--- src/rtl/booth_seq_divider_pkg.sv ---
// Shared definitions for the sequential divider and its multiplier sibling.
package booth_seq_divider_pkg;

  localparam int DIV_WIDTH = 16;

  // Bit positions inside sign_mode, identical in the multiplier.
  localparam int SM_A_SIGNED = 1;
  localparam int SM_B_SIGNED = 0;

  // Quotient reported when the divisor is zero.
  localparam logic [DIV_WIDTH-1:0] DIV_ZERO_QUOTIENT = '1;

  typedef enum logic [1:0] {
    IDLE = 2'd0,
    PREP = 2'd1,
    ITER = 2'd2,
    FIX  = 2'd3
  } state_t;

endpackage

--- src/rtl/booth_seq_divider_if.sv ---
// Request/result bundle shared by the divider and whoever issues to it.
// Handshake: start is a request pulse sampled only while the unit is idle;
// busy is high while an operation is in flight; done is a one-cycle pulse
// during which quotient/remainder/div_by_zero are valid (they also hold
// afterwards). There is no backpressure and no queuing of requests.
interface booth_seq_divider_if;
  import booth_seq_divider_pkg::*;

  logic                 start;
  logic [DIV_WIDTH-1:0] dividend;
  logic [DIV_WIDTH-1:0] divisor;
  logic [1:0]           sign_mode;
  logic [DIV_WIDTH-1:0] quotient;
  logic [DIV_WIDTH-1:0] remainder;
  logic                 div_by_zero;
  logic                 done;
  logic                 busy;

  modport master (
    output start, dividend, divisor, sign_mode,
    input  quotient, remainder, div_by_zero, done, busy
  );

  modport slave (
    input  start, dividend, divisor, sign_mode,
    output quotient, remainder, div_by_zero, done, busy
  );

endinterface

--- src/rtl/booth_seq_divider_div_restore_step.sv ---
// One radix-2 restoring step: shift in the next dividend bit, trial-subtract
// the divisor magnitude, keep the difference only when it is non-negative.
// The partial remainder is always below mag_d, so WIDTH bits hold it; the
// extra bit only exists inside the trial subtraction.
module div_restore_step #(
  parameter int WIDTH = 16
) (
  input  logic [WIDTH-1:0] i_rem,
  input  logic             i_bit,
  input  logic [WIDTH-1:0] i_mag_d,
  output logic [WIDTH-1:0] o_rem,
  output logic             o_q_bit
);

  logic [WIDTH:0] w_shift;
  logic [WIDTH:0] w_diff;

  // Trial subtraction and restore select.
  always_comb begin
    w_shift = {i_rem, i_bit};
    w_diff  = w_shift - {1'b0, i_mag_d};
    o_q_bit = ~w_diff[WIDTH];
    o_rem   = o_q_bit ? w_diff[WIDTH-1:0] : w_shift[WIDTH-1:0];
  end

endmodule

--- src/rtl/booth_seq_divider.sv ---
// Sequential 16-bit divider: latch, take magnitudes, 16 restoring steps,
// then sign fix-up. Fixed 18-cycle busy window for every operand pair.
module booth_seq_divider
  import booth_seq_divider_pkg::*;
#(
  parameter int WIDTH = DIV_WIDTH
) (
  input  logic                 clk,
  input  logic                 rst,
  booth_seq_divider_if.slave   bus,
  output state_t               o_dbg_state
);

  localparam int CW = $clog2(WIDTH);

  state_t           r_state;
  state_t           w_next;
  logic [WIDTH-1:0] r_dividend;
  logic [WIDTH-1:0] r_divisor;
  logic [1:0]       r_sign_mode;
  logic             r_neg_n;
  logic             r_neg_d;
  logic             r_zflag;
  logic [WIDTH-1:0] r_mag_n;
  logic [WIDTH-1:0] r_mag_d;
  logic [WIDTH-1:0] r_rem;
  logic [WIDTH-1:0] r_q;
  logic [CW-1:0]    r_cnt;
  logic [WIDTH-1:0] r_quotient;
  logic [WIDTH-1:0] r_remainder;
  logic             r_dz;
  logic             r_done;

  logic             w_neg_n;
  logic             w_neg_d;
  logic [WIDTH-1:0] w_rem_next;
  logic             w_q_bit;

  // Signs come only from sign_mode; magnitudes use plain two's-complement
  // negation so 0x8000 stays 0x8000 as an unsigned magnitude.
  assign w_neg_n = r_sign_mode[SM_A_SIGNED] & r_dividend[WIDTH-1];
  assign w_neg_d = r_sign_mode[SM_B_SIGNED] & r_divisor[WIDTH-1];

  div_restore_step #(.WIDTH(WIDTH)) u_step (
    .i_rem   (r_rem),
    .i_bit   (r_mag_n[WIDTH-1]),
    .i_mag_d (r_mag_d),
    .o_rem   (w_rem_next),
    .o_q_bit (w_q_bit)
  );

  // State register.
  always_ff @(posedge clk or posedge rst) begin
    if (rst) r_state <= IDLE;
    else     r_state <= w_next;
  end

  // Next-state logic.
  always_comb begin
    w_next = r_state;
    case (r_state)
      IDLE:    if (bus.start) w_next = PREP;
      PREP:    w_next = ITER;
      ITER:    if (r_cnt == CW'(WIDTH - 1)) w_next = FIX;
      FIX:     w_next = IDLE;
      default: w_next = IDLE;
    endcase
  end

  // Datapath: operand capture, magnitude prep, iteration and fix-up.
  always_ff @(posedge clk or posedge rst) begin
    if (rst) begin
      r_dividend  <= '0;
      r_divisor   <= '0;
      r_sign_mode <= '0;
      r_neg_n     <= 1'b0;
      r_neg_d     <= 1'b0;
      r_zflag     <= 1'b0;
      r_mag_n     <= '0;
      r_mag_d     <= '0;
      r_rem       <= '0;
      r_q         <= '0;
      r_cnt       <= '0;
      r_quotient  <= '0;
      r_remainder <= '0;
      r_dz        <= 1'b0;
      r_done      <= 1'b0;
    end else begin
      r_done <= 1'b0;
      case (r_state)
        IDLE: begin
          if (bus.start) begin
            r_dividend  <= bus.dividend;
            r_divisor   <= bus.divisor;
            r_sign_mode <= bus.sign_mode;
          end
        end
        PREP: begin
          r_neg_n <= w_neg_n;
          r_neg_d <= w_neg_d;
          r_mag_n <= w_neg_n ? (WIDTH'(0) - r_dividend) : r_dividend;
          r_mag_d <= w_neg_d ? (WIDTH'(0) - r_divisor) : r_divisor;
          r_zflag <= (r_divisor == '0);
          r_rem   <= '0;
          r_q     <= '0;
          r_cnt   <= '0;
        end
        ITER: begin
          r_rem   <= w_rem_next;
          r_q     <= {r_q[WIDTH-2:0], w_q_bit};
          r_mag_n <= {r_mag_n[WIDTH-2:0], 1'b0};
          r_cnt   <= r_cnt + CW'(1);
        end
        FIX: begin
          r_done <= 1'b1;
          if (r_zflag) begin
            r_quotient  <= DIV_ZERO_QUOTIENT;
            r_remainder <= r_dividend;
            r_dz        <= 1'b1;
          end else begin
            r_quotient  <= (r_neg_n ^ r_neg_d) ? (WIDTH'(0) - r_q) : r_q;
            r_remainder <= r_neg_n ? (WIDTH'(0) - r_rem) : r_rem;
            r_dz        <= 1'b0;
          end
        end
        default: ;
      endcase
    end
  end

  assign bus.quotient    = r_quotient;
  assign bus.remainder   = r_remainder;
  assign bus.div_by_zero = r_dz;
  assign bus.done        = r_done;
  assign bus.busy        = (r_state != IDLE);
  assign o_dbg_state     = r_state;

endmodule

--- src/flat_wrapper.sv ---
// flat-port wrapper written by rule: the top's interface ports become plain ports
module booth_seq_divider_flat import booth_seq_divider_pkg::*;
#(
  parameter int WIDTH = DIV_WIDTH
)
  (clk, rst, o_dbg_state, bus_start, bus_dividend, bus_divisor, bus_sign_mode, bus_quotient, bus_remainder, bus_div_by_zero, bus_done, bus_busy);
  booth_seq_divider_if bus_i ();
  input  logic clk;
  input  logic rst;
  output state_t o_dbg_state;
  input wire logic [$bits(bus_i.start)-1:0] bus_start;
  input wire logic [$bits(bus_i.dividend)-1:0] bus_dividend;
  input wire logic [$bits(bus_i.divisor)-1:0] bus_divisor;
  input wire logic [$bits(bus_i.sign_mode)-1:0] bus_sign_mode;
  output wire logic [$bits(bus_i.quotient)-1:0] bus_quotient;
  output wire logic [$bits(bus_i.remainder)-1:0] bus_remainder;
  output wire logic [$bits(bus_i.div_by_zero)-1:0] bus_div_by_zero;
  output wire logic [$bits(bus_i.done)-1:0] bus_done;
  output wire logic [$bits(bus_i.busy)-1:0] bus_busy;
  assign bus_i.start = bus_start;
  assign bus_i.dividend = bus_dividend;
  assign bus_i.divisor = bus_divisor;
  assign bus_i.sign_mode = bus_sign_mode;
  assign bus_quotient = bus_i.quotient;
  assign bus_remainder = bus_i.remainder;
  assign bus_div_by_zero = bus_i.div_by_zero;
  assign bus_done = bus_i.done;
  assign bus_busy = bus_i.busy;
  booth_seq_divider #(.WIDTH(WIDTH)) u_core (.clk(clk), .rst(rst), .bus(bus_i), .o_dbg_state(o_dbg_state));
endmodule
--- config.mk ---
export PLATFORM = sky130hd
export DESIGN_NAME = booth_seq_divider_flat
export DESIGN_NICKNAME = d
export VERILOG_FILES = /design/src/rtl/booth_seq_divider_pkg.sv /design/src/rtl/booth_seq_divider_if.sv /design/src/rtl/booth_seq_divider_div_restore_step.sv /design/src/rtl/booth_seq_divider.sv /design/src/flat_wrapper.sv
export SDC_FILE = /design/constraint.sdc
export NUM_CORES = 1
export LEC_CHECK = 0
export BUFFER_PORTS_ARGS = -buffer_cell sky130_fd_sc_hd__buf_2
export CORE_MARGIN = 2
export CORE_UTILIZATION = 48
export DETAILED_ROUTE_END_ITERATION = 8
export PLACE_DENSITY = 0.69
export SYNTH_ARGS = -nofsm -noshare
export SYNTH_HDL_FRONTEND = slang
export SYNTH_SLANG_ARGS = --single-unit
--- constraint.sdc ---
create_clock -name clk -period 4.9 [get_ports clk]
set_input_delay 0.245 -clock clk [delete_from_list [all_inputs] [get_ports clk]]
set_output_delay 0.245 -clock clk [all_outputs]
set_load 0.1 [all_outputs]
==> results of run 1 <==
## worst min path at each step
stage                     startpoint                                 end  slack [ns]  depth (start not counted)
floorplan           bus_dividend[15]   u_core.r_dividend[15]$_DFFE_PP0P_        0.40                          1
global route        bus_dividend[15]   u_core.r_dividend[15]$_DFFE_PP0P_        0.04                          2
CTS                              rst  u_core.bus.quotient[5]$_DFFE_PP0P_        0.02                          2
finish                           rst  u_core.bus.quotient[5]$_DFFE_PP0P_       -0.01                          2
detailed placement               rst  u_core.bus.quotient[5]$_DFFE_PP0P_        0.46                          2
global placement                 rst  u_core.bus.quotient[5]$_DFFE_PP0P_        0.46                          2
## sequential cells by signal (all words and copies together) (netlist names), 2 cells and up
signal and cells:
u_core.r_dividend 16, u_core.r_q 16, u_core.r_mag_d 16, u_core.bus.quotient 16, u_core.r_rem 16, u_core.r_divisor 16
u_core.bus.remainder 16, u_core.r_cnt 4, u_core.r_mag_n 16, u_core.r_sign_mode 2, u_core.o_dbg_state 2
## layout by cell type (no fill, tap or decap), drive strengths merged, types with 3 or more instances in the layout
| cell type | n |
|---|---|
| a211oi | 5 |
| a21oi | 65 |
| a221o | 6 |
| a31oi | 9 |
| and2 | 7 |
| buf | 81 |
| bufinv | 3 |
| clkbuf | 21 |
| clkinv | 4 |
| clkinvlp | 5 |
| dfrtp | 141 |
| ha | 26 |
| inv | 48 |
| mux2 | 61 |
| mux2i | 13 |
| nand2 | 65 |
| nand2b | 8 |
| nand3 | 22 |
| nand4 | 3 |
| nor2 | 78 |
| nor2b | 8 |
| nor3 | 8 |
| nor4 | 9 |
| o211ai | 3 |
| o21ai | 64 |
| o22ai | 8 |
| o2bb2ai | 12 |
| o31ai | 10 |
| o41ai | 4 |
| or4 | 3 |
| xnor2 | 49 |
| xor2 | 19 |
## power by group through the flow
stage / registers (mW) / clock network [mW] / logic (mW)
after floorplan: 2.79 / 0 / 1.87
after global placement: 2.02 / 0 / 3.28
after detailed placement: 2.04 / 0 / 3.32
after CTS: 2.02 / 1.33 / 3.34
after global routing: 2.09 / 1.38 / 3.61
final: 2.03 / 1.31 / 3.33
## worst reg2reg max path, delay by kind of cell, from the launching register on
kind / cells / cell delay, ns
adder cells (fa/ha/maj): 2 / 0.63
AO/OA/AOI/OAI: 4 / 1.25
flip-flops: 1 / 0.35
AND/OR/NAND/NOR: 2 / 0.27
buffers and inverters: 2 / 0.41
## layout make-up
type / count / area (µm²)
tap: 220 / 275.3
clock buffer: 21 / 450.4
fill: 1509 / 7272
timing repair buffer: 81 / 425.4
inverter: 50 / 192.7
sequential: 141 / 3528
clock inverter: 10 / 141.4
multi-input combinational: 585 / 4063
## routing by layer
metal  GRT usage, %  vias to the layer above  share of wire (%)
met1          29.76                     2924                 46
met4          6.989                        0                1.6
li1               -                     2988                  -
met5              0                        -                  0
met2          35.75                      143                 48
met3          4.023                       25                4.2
## per-stage QoR
stage / hold slack (ns) / instance area, µm²
final: -0.01398 / 9076
after global routing: 0.03761 / 9076
after CTS: 0.02139 / 9076
after detailed placement: 0.4612 / 8484
after global placement: 0.4588 / 8484
after floorplan: 0.3956 / 7941
## kinds of logic (layout without fill, tap and decap cells)
logic type	after synthesis	after routing	share of synthesized area [%]
simple gates	216	216	12.94
compound gates	200	200	15.98
flops	141	141	44.43
buf+inv	90	162	4.475
mux	74	74	10.34
xor+xnor	68	68	7.500
fa+ha+maj	27	27	4.348
==> flow_metrics.env, run 1 <==
export IMPL_synth_seq_cells=141
export IMPL_dominant_cell_type_by_area_after_synthesis="sky130_fd_sc_hd__dfrtp_1"
export IMPL_design_portCount=74
export IMPL_yosys_warnings=0
export IMPL_rsz_0062_raised_after_global_routing="false"
export IMPL_global_route_overflow_total=0
export IMPL_cts_root_buffer="sky130_fd_sc_hd__clkbuf_16"
export IMPL_synth_nets=880
export IMPL_hold_path_class="in2async"
export IMPL_hold_ws_ns=-0.01398
export IMPL_insertion_delay_ns=0.42
export IMPL_p_total_mw=6.671
export IMPL_cts_sinks=141
export IMPL_utilization_pct=55.52
export IMPL_slack_of_the_worst_reg_to_reg_path_ns=1.87
export IMPL_leakage_nw=3.985
export IMPL_timing_critical_path_to_type="flop"
export IMPL_drt_wl_total_mm=18.45
export IMPL_reg2reg_from="u_core.r_mag_n[15]$_DFFE_PP0P_"
export IMPL_drt_initial_drc_count=472
export IMPL_fp_dieArea_um2=17590
export IMPL_r2r_end="u_core.r_rem[15]$_DFFE_PP0P_"
export IMPL_power_internal_mw=3.448
export IMPL_post_synth_main_area_contributors="sky130_fd_sc_hd__dfrtp_1 (44%), sky130_fd_sc_hd__mux2_2 (8.4%), sky130_fd_sc_hd__xnor2_1 (5.4%)"
export IMPL_async_reset_ff_share_pct=100.0
export IMPL_pwr_density_cell_nw_per_um2=735.0
export IMPL_setup_worst_path_start_class="flop"
export IMPL_criticalPathCategory="reg2reg"
export IMPL_post_cts_repair_setup_buffers=0
export IMPL_part_of_the_power_in_the_clock_network_pct=19.7
export IMPL_series_of_cell_instances_along_the_critical_path="inv_1 -> ha_1 -> fa_1 -> nand2b_1 -> a21oi_1 -> o21ai_2 -> a211oi_2 -> buf_4 -> nor3_1 -> a221o_1"
export IMPL_post_cts_resize_count=0
export IMPL_critical_path_cell_count=10
export IMPL_cts_htree_levels=4
export IMPL_nNetsFinal=940
export IMPL_final_layout_size_suffix_gt1_share_pct=21.40
export IMPL_final_instance_count_excl_fill=1108
export IMPL_layout_area_overhead_vs_synth_pct=14.29
export IMPL_max_freq_ghz=0.3301
export IMPL_globalplace_congestion=0.8666
export IMPL_drc_errors=0
export IMPL_crit_arrival_ns=3.33
export IMPL_post_drt_wl_per_cell_um=16.65
export IMPL_floorplan_initialDensity_pct=48.58
export IMPL_violated_checks="negative hold slack"
export IMPL_critical_path_top_delay_family="compound AO/OA/AOI/OAI gates"
export IMPL_timing_max_slew_rel_slack_pct=25.78
export IMPL_synth_yosys_seq_area_share_pct=44.43
export IMPL_die_y_um=132.6
export IMPL_sequentialPowerShare_pct=30.4
export IMPL_post_syn_instances=816
export IMPL_critical_path_endpoint="u_core.r_rem[15]$_DFFE_PP0P_"
export IMPL_netlist_cell_type_count=64
export IMPL_cts_hold_buf=0
export IMPL_number_of_synthesized_flops_with_an_enable_pin=0
export IMPL_core_outline_area_um2=16350
export IMPL_synth_commonest_cells="sky130_fd_sc_hd__dfrtp_1 (141), sky130_fd_sc_hd__nor2_1 (78), sky130_fd_sc_hd__nand2_1 (65)"
export IMPL_grt_pass1_wl_mm=30.73
export IMPL_tightestPinTransition_ns=1.111
export IMPL_worst_path_buffer_plus_inverter_count=2
export IMPL_clk_path_buf_depth=2
export IMPL_dpl_cell_count=1077
export IMPL_required_time_of_the_critical_path_ns=5.20
export IMPL_leading_cell_type_by_number_of_instances_after_synthesis="sky130_fd_sc_hd__dfrtp_1"
export IMPL_finalMaxSlewViolations=0
export IMPL_final_setup_fails=0
export IMPL_syn_mean_instance_area_um2=9.732
export IMPL_antenna_left=0
export IMPL_synthFlopType="sky130_fd_sc_hd__dfrtp_1"
export IMPL_vdd_ir_drop_max_uv=546.9
export IMPL_dp_worst_setup_slack_ns=1.874
export IMPL_worst_slack_ns=1.871
export IMPL_tritoncts="done"
export IMPL_core_rowCount=47
export IMPL_worstSetupStartpoint="u_core.r_mag_n[15]$_DFFE_PP0P_"
export IMPL_route_vias_total=6080
export IMPL_cts_bufs_inserted=17
export IMPL_chipWidth_um=132.6
export IMPL_report_final_hold_viol_count=11
export IMPL_power_switching_fraction_pct=48.32
export IMPL_final_setup_skew_ns=0.01136
export IMPL_vias_per_cell=5.487
export IMPL_gr_util_all_layers_pct=21.92
export IMPL_path_clk_slew_ns=0.06
export IMPL_critical_path_slowest_cell="sky130_fd_sc_hd__a211oi_2"
export IMPL_r2r_cells=10
export IMPL_synth_top_area_share_pct=44.43
export IMPL_drt_pre_antenna_iters=4
export IMPL_crit_path_max_fanout=14
export IMPL_grt_start_max_net_pins=91
export IMPL_max_cap_violations=0
export IMPL_netlist_area_um2=7941
export IMPL_delay_of_the_slowest_cell_on_the_worst_path_ns=0.66
export IMPL_grt_pass1_vias=6065
export IMPL_power_combinational_fraction_pct=49.9
export IMPL_p_switching_mw=3.223
export IMPL_antenna_violations_before_repair=0
export IMPL_setup_tns_ns=0
export IMPL_outcome="finished, violations left"
export IMPL_antenna_cells_inserted=0
export IMPL_fin_crit_ns=3.029
export IMPL_placement_io_buffers=73
export IMPL_place_hpwl_mm=12.94
export IMPL_timing_final_crit_share_pct=61.82
Power figures use the tool's default switching activity.
==> run 2, diff against run 1 <==
Settings changed: PLACE_DENSITY 0.69 to 0.71.
Clock period 4.9 ns to 2.6 ns, I/O delays scaled along.
==> run 2 against run 1 <==
The run now ends clean. Clock-buffer cell count grew 4. Critical endpoint is now u_core.r_rem[0]$_DFFE_PP0P_. Total power grew 90%. Worst setup slack lost 1.8 ns. Sequential cell count is the same. Hold slack gained 0.17 ns. Final cell count grew 5.0%.
==> flow_metrics.env, run 2 (synthesis gave the netlist of run 1 again) <==
export IMPL_dp_worst_setup_slack_ns=0.03932
export IMPL_final_common_cell="sky130_fd_sc_hd__dfrtp_1"
export IMPL_crit_arrival_ns=2.84
export IMPL_fillCellCount=1402
export IMPL_part_of_the_power_in_the_clock_network_pct=18.3
export IMPL_nNetsFinal=995
export IMPL_drc_errors=0
export IMPL_max_freq_ghz=0.4018
export IMPL_required_time_of_the_critical_path_ns=2.95
export IMPL_die_y_um=132.6
export IMPL_max_cap_violations=0
export IMPL_antenna_violations_before_repair=0
export IMPL_drt_wl_total_mm=19.10
export IMPL_layout_area_overhead_vs_synth_pct=21.74
export IMPL_fin_crit_ns=2.489
export IMPL_layout_cells_most_common_list="sky130_fd_sc_hd__dfrtp_1 (139), sky130_fd_sc_hd__nor2_1 (78), sky130_fd_sc_hd__buf_2 (73)"
export IMPL_core_rowCount=47
export IMPL_cts_sinks=141
export IMPL_delay_of_the_slowest_cell_on_the_worst_path_ns=0.41
export IMPL_critical_path_slowest_cell="sky130_fd_sc_hd__a211oi_4"
export IMPL_floorplan_initialDensity_pct=48.58
export IMPL_clk_path_buf_depth=2
export IMPL_worst_path_buffer_plus_inverter_count=2
export IMPL_setup_worst_path_start_class="flop"
export IMPL_route_vias_total=6373
export IMPL_post_drt_wl_per_cell_um=16.42
export IMPL_cts_htree_levels=4
export IMPL_gr_util_all_layers_pct=22.70
export IMPL_place_area_um2=8643
export IMPL_report_final_hold_viol_count=0
export IMPL_criticalPathCategory="reg2reg"
export IMPL_sequentialPowerShare_pct=29.9
export IMPL_globalplace_congestion=0.9060
export IMPL_place_hpwl_mm=13.28
export IMPL_vdd_ir_drop_max_uv=1132
export IMPL_timing_max_slew_rel_slack_pct=32.74
export IMPL_outcome="complete, no violations"
export IMPL_global_route_overflow_total=0
export IMPL_final_setup_skew_ns=0.008448
export IMPL_core_outline_area_um2=16350
export IMPL_grt_start_max_net_pins=90
export IMPL_leakage_nw=4.263
export IMPL_path_clk_slew_ns=0.06
export IMPL_drt_pre_antenna_iters=5
export IMPL_drt_initial_drc_count=485
export IMPL_power_switching_fraction_pct=47.98
export IMPL_design_portCount=74
export IMPL_antenna_cells_inserted=0
export IMPL_critical_path_top_delay_family="compound AO/OA/AOI/OAI gates"
export IMPL_final_layout_size_suffix_gt1_share_pct=23.33
export IMPL_grt_pass1_vias=6410
export IMPL_pwr_density_cell_nw_per_um2=1314
export IMPL_series_of_cell_instances_along_the_critical_path="inv_1 -> ha_1 -> fa_2 -> nand2b_4 -> a21oi_4 -> o21ai_4 -> a211oi_4 -> buf_12 -> mux2_1 -> o22ai_2"
export IMPL_timing_critical_path_to_type="flop"
export IMPL_hold_path_class="in2reg"
export IMPL_finalMaxSlewViolations=0
export IMPL_final_setup_fails=0
export IMPL_p_switching_mw=6.095
export IMPL_antenna_left=0
export IMPL_fp_dieArea_um2=17590
export IMPL_insertion_delay_ns=0.42
export IMPL_power_combinational_fraction_pct=51.8
export IMPL_timing_final_crit_share_pct=95.72
export IMPL_crit_path_max_fanout=6
export IMPL_cts_bufs_inserted=17
export IMPL_placement_io_buffers=73
export IMPL_chipWidth_um=132.6
export IMPL_power_internal_mw=6.607
export IMPL_vias_per_cell=5.480
export IMPL_layout_cell_area_non_filler_um2=9668
export IMPL_tritoncts="done"
export IMPL_grt_pass1_wl_mm=31.93
export IMPL_cts_root_buffer="sky130_fd_sc_hd__clkbuf_16"
export IMPL_worst_slack_ns=0.1112
export IMPL_tightestPinTransition_ns=1.002
export IMPL_utilization_pct=59.14
-- run 2: cell types whose count changed in the layout (fill, tap and decap cells not counted), sizes merged --
cell / delta
clkbuf: +6
buf: +18
bufinv: -2
clkinvlp: -4
clkinv: +3
inv: -1
dlygate4sd3: +35
-- run 2: tightest hold or removal path, delay by kind of cell --
family          cells  cell delay [ns]
compound gates      1             0.15
simple gates        1             0.14
buf+inv             1             0.12
-- run 2: final timing paths --
path	from	endpoint	slack (ns)	cells past startpoint
min in group asynchronous	rst	u_core.bus.quotient[6]$_DFFE_PP0P_	0.37	4
worst min register to register	u_core.r_mag_n[0]$_DFFE_PP0P_	u_core.r_mag_n[0]$_DFFE_PP0P_	0.49	1
max in group asynchronous	rst	u_core.r_mag_d[5]$_DFFE_PP0N_	1.77	4
worst min-delay path	bus_start	u_core.o_dbg_state[0]$_DFFE_PP0P_	0.16	3
worst max-delay path	u_core.r_mag_n[15]$_DFFE_PP0P_	u_core.r_rem[0]$_DFFE_PP0P_	0.11	10
worst max register to register	u_core.r_mag_n[15]$_DFFE_PP0P_	u_core.r_rem[0]$_DFFE_PP0P_	0.11	10
-- run 2: cell type report --
class,instances,area (µm²),area share (%)
Clock inverter,6,58.81,0.6083
Clock buffer,25,505.5,5.228
Tap cell,220,275.3,2.847
Timing Repair Buffer,136,985.9,10.20
Multi-Input combinational cell,585,4120,42.62
Inverter,50,191.4,1.980
Sequential cell,141,3531,36.52
-- run 2: timing repair --
action,CTS,global route
setup buffers,0,0
hold buffers,35,0
resized for setup,0,12
hold endpoints to repair,175,0
endpoints found under the setup margin,0,11
-- run 2: per-layer routing --
metal  vias up  global-route usage (%)  routed length (µm)  share of wire (%)
met5         -                       0                   0                  0
met4         0                   9.200                 531                2.8
met3        42                   4.866                 887                4.6
met2       171                   37.71                9208                 48
met1      3077                   28.95                8468                 44
li1       3083                       -                   -                  -
-- run 2: stage by stage --
stage                     hold WS, ns  total power [mW]  TNS (ns)  std cells
final                          0.1559             12.70         0       1163
after global routing           0.1546             13.51  -0.01104       1163
after CTS                      0.1460             12.66         0       1161
after detailed placement       0.2665             10.27         0       1095
after global placement         0.2758             10.14         0       1095
after floorplan                0.2806             8.782         0        816
-- run 2: power groups by stage --
stage	logic (mW)	clock network, mW	registers [mW]
floorplan	3.52	0	5.26
global placement	6.36	0	3.78
detailed placement	6.45	0	3.82
CTS	6.52	2.35	3.79
global route	7.14	2.46	3.90
finish	6.58	2.33	3.80
==> run 3, diff against run 2 <==
==> constraint.sdc (replaced) <==
create_clock -name clk -period 2.6 [get_ports clk]
set_input_delay 0.78 -clock clk [delete_from_list [all_inputs] [get_ports clk]]
set_output_delay 0.78 -clock clk [all_outputs]
set_load 0.1 [all_outputs]
==> run 3 against run 2 <==
Clock-buffer cell count down 3. Non-clock buffer count down 34. Clock power up 13%. Via count down 2.4%. Fmax up 0.39%. Final cell count down 2.8%. Largest cell class unchanged. Critical path depth up 1. Cell area down 3.3%. Sequential power about the same.
==> flow_metrics.env, run 3 (synthesis gave the netlist of run 1 again) <==
export IMPL_drt_pre_antenna_iters=4
export IMPL_cts_bufs_inserted=17
export IMPL_max_freq_ghz=0.4033
export IMPL_worst_path_buffer_plus_inverter_count=2
export IMPL_final_layout_size_suffix_gt1_share_pct=24.18
export IMPL_fillCellCount=1452
export IMPL_core_rowCount=47
export IMPL_p_total_mw=12.88
export IMPL_leakage_nw=4.148
export IMPL_place_hpwl_mm=13.12
export IMPL_crit_top_cell="sky130_fd_sc_hd__a21oi_2"
export IMPL_antenna_violations_before_repair=0
export IMPL_r2r_end="u_core.r_rem[15]$_DFFE_PP0P_"
export IMPL_clk_path_buf_depth=2
export IMPL_placement_io_buffers=73
export IMPL_critical_path_slowest_cell="sky130_fd_sc_hd__dfrtp_1"
export IMPL_path_clk_slew_ns=0.06
export IMPL_vdd_ir_drop_max_uv=1031
export IMPL_cts_htree_levels=4
export IMPL_timing_final_crit_share_pct=95.36
export IMPL_setup_tns_ns=0
export IMPL_final_setup_fails=0
export IMPL_gr_util_all_layers_pct=22.28
export IMPL_critical_path_endpoint="u_core.r_rem[15]$_DFFE_PP0P_"
export IMPL_delay_of_the_slowest_cell_on_the_worst_path_ns=0.36
export IMPL_final_common_cell="sky130_fd_sc_hd__dfrtp_1"
export IMPL_report_final_hold_viol_count=0
export IMPL_layout_cells_most_common_list="sky130_fd_sc_hd__dfrtp_1 (139), sky130_fd_sc_hd__nor2_1 (78), sky130_fd_sc_hd__buf_2 (73)"
export IMPL_crit_path_max_fanout=8
export IMPL_layout_area_seq_um2=3531
export IMPL_post_drt_wl_per_cell_um=16.12
export IMPL_final_instance_count_excl_fill=1130
export IMPL_setup_worst_path_start_class="flop"
export IMPL_nNetsFinal=961
export IMPL_global_route_overflow_total=0
export IMPL_dpl_cell_count=1098
export IMPL_floorplan_initialDensity_pct=48.58
export IMPL_grt_pass1_wl_mm=31.32
export IMPL_series_of_cell_instances_along_the_critical_path="inv_1 -> ha_1 -> fa_2 -> nand2b_4 -> a21oi_2 -> o21ai_2 -> a21oi_2 -> a211oi_4 -> buf_4 -> o211a_1 -> a221o_1"
export IMPL_layout_area_overhead_vs_synth_pct=17.72
export IMPL_timing_max_slew_rel_slack_pct=32.84
export IMPL_tightestPinTransition_ns=1.000
export IMPL_required_time_of_the_critical_path_ns=2.91
export IMPL_route_vias_total=6217
export IMPL_multi_input_area_um2=4096
export IMPL_drt_wl_total_mm=18.22
export IMPL_antenna_cells_inserted=0
export IMPL_vias_per_cell=5.502
export IMPL_reg2reg_from="u_core.r_mag_n[15]$_DFFE_PP0P_"
export IMPL_grt_pass1_vias=6095
export IMPL_grt_start_max_net_pins=79
export IMPL_worst_slack_ns=0.1208
export IMPL_critical_path_cell_count=11
export IMPL_outcome="complete, no violations"
export IMPL_cts_sinks=141
export IMPL_r2r_cells=11
export IMPL_slack_of_the_worst_reg_to_reg_path_ns=0.12
export IMPL_insertion_delay_ns=0.43
export IMPL_fin_crit_ns=2.479
export IMPL_cts_root_buffer="sky130_fd_sc_hd__clkbuf_16"
export IMPL_globalplace_congestion=0.9102
export IMPL_pwr_density_cell_nw_per_um2=1378
export IMPL_antenna_left=0
export IMPL_worstSetupStartpoint="u_core.r_mag_n[15]$_DFFE_PP0P_"
export IMPL_die_y_um=132.6
export IMPL_cts_hold_buf=0
export IMPL_crit_arrival_ns=2.79
export IMPL_dp_worst_setup_slack_ns=0.04833
export IMPL_core_outline_area_um2=16350
export IMPL_drt_initial_drc_count=433
export IMPL_max_cap_violations=0
export IMPL_drc_errors=0
export IMPL_criticalPathCategory="reg2reg"
export IMPL_tritoncts="done"
export IMPL_timing_critical_path_to_type="flop"
export IMPL_fp_dieArea_um2=17590
export IMPL_finalMaxSlewViolations=0
export IMPL_design_portCount=74
export IMPL_chipWidth_um=132.6
export IMPL_final_setup_skew_ns=0.007719
export IMPL_hold_path_class="in2async"
export IMPL_critical_path_top_delay_family="compound AO/OA/AOI/OAI gates"
## run 3: cell count changes in the layout (fill, tap and decap cells not counted), sizes merged, moves of 3 or more
cell         previous run  this run
dlygate4sd3            35         0
bufinv                  1         4
clkbuf                 27        22
buf                    99       102
## run 3: power by group
| group | switching (mW) | internal (mW) |
|---|---|---|
| Sequential | 0.753 | 3.02 |
| Clock | 0.952 | 1.68 |
| Combinational | 4.36 | 2.11 |
| Total | 6.07 | 6.81 |
## run 3: per-stage QoR
stage / area (µm²) / utilization [%] / hold slack, ns
6_report: 9349 / 57.19 / 0.4587
5_1_grt: 9349 / 57.19 / 0.4904
4_1_cts: 9316 / 56.99 / 0.4763
3_5_place_dp: 8678 / 53.08 / 0.4722
3_3_place_gp: 8678 / 53.08 / 0.4666
2_1_floorplan: 7948 / - / 0.4495
## run 3: worst reg2reg max path, cell delays in order, from the launching register on
cell	delay [ns]
sky130_fd_sc_hd__dfrtp_1	0.36
sky130_fd_sc_hd__inv_1	0.06
sky130_fd_sc_hd__ha_1	0.22
sky130_fd_sc_hd__fa_2	0.36
sky130_fd_sc_hd__nand2b_4	0.17
sky130_fd_sc_hd__a21oi_2	0.18
sky130_fd_sc_hd__o21ai_2	0.12
sky130_fd_sc_hd__a21oi_2	0.21
sky130_fd_sc_hd__a211oi_4	0.06
sky130_fd_sc_hd__buf_4	0.19
sky130_fd_sc_hd__o211a_1	0.13
sky130_fd_sc_hd__a221o_1	0.32
## run 3: how the worst min path moves through the flow
stage,from,endpoint,slack [ns]
after detailed placement,u_core.r_mag_n[12]$_DFFE_PP0P_,u_core.r_mag_n[12]$_DFFE_PP0P_,0.47
after global placement,u_core.r_mag_n[13]$_DFFE_PP0P_,u_core.r_mag_n[13]$_DFFE_PP0P_,0.47
after CTS,rst,u_core.bus.quotient[3]$_DFFE_PP0P_,0.48
final,rst,u_core.bus.quotient[3]$_DFFE_PP0P_,0.46
after global routing,rst,u_core.bus.quotient[3]$_DFFE_PP0P_,0.49
after floorplan,u_core.r_mag_n[12]$_DFFE_PP0P_,u_core.r_mag_n[12]$_DFFE_PP0P_,0.45
## run 3: area by class of cell
class,count,area share (%)
clock buffers,22,5.072
clock inverters,10,1.713
inverters,50,2.048
multi-input cells,585,43.82
flip-flops and latches,141,37.77
well taps,220,2.944
repair buffers,102,6.638
## run 3: what timing repair did
item                                    CTS  global route
buffers inserted                          0             0
endpoints found under the setup margin    2            15
gates resized for setup                   1             7
pin swaps                                 1             3
## run 3: routing by layer
layer	track usage [%]	vias to the layer above	part of all wire (%)
li1	-	3024	-
met1	30.22	3030	46
met2	36.41	139	48
met3	3.678	24	4.1
met4	7.706	0	1.7
met5	0	-	0
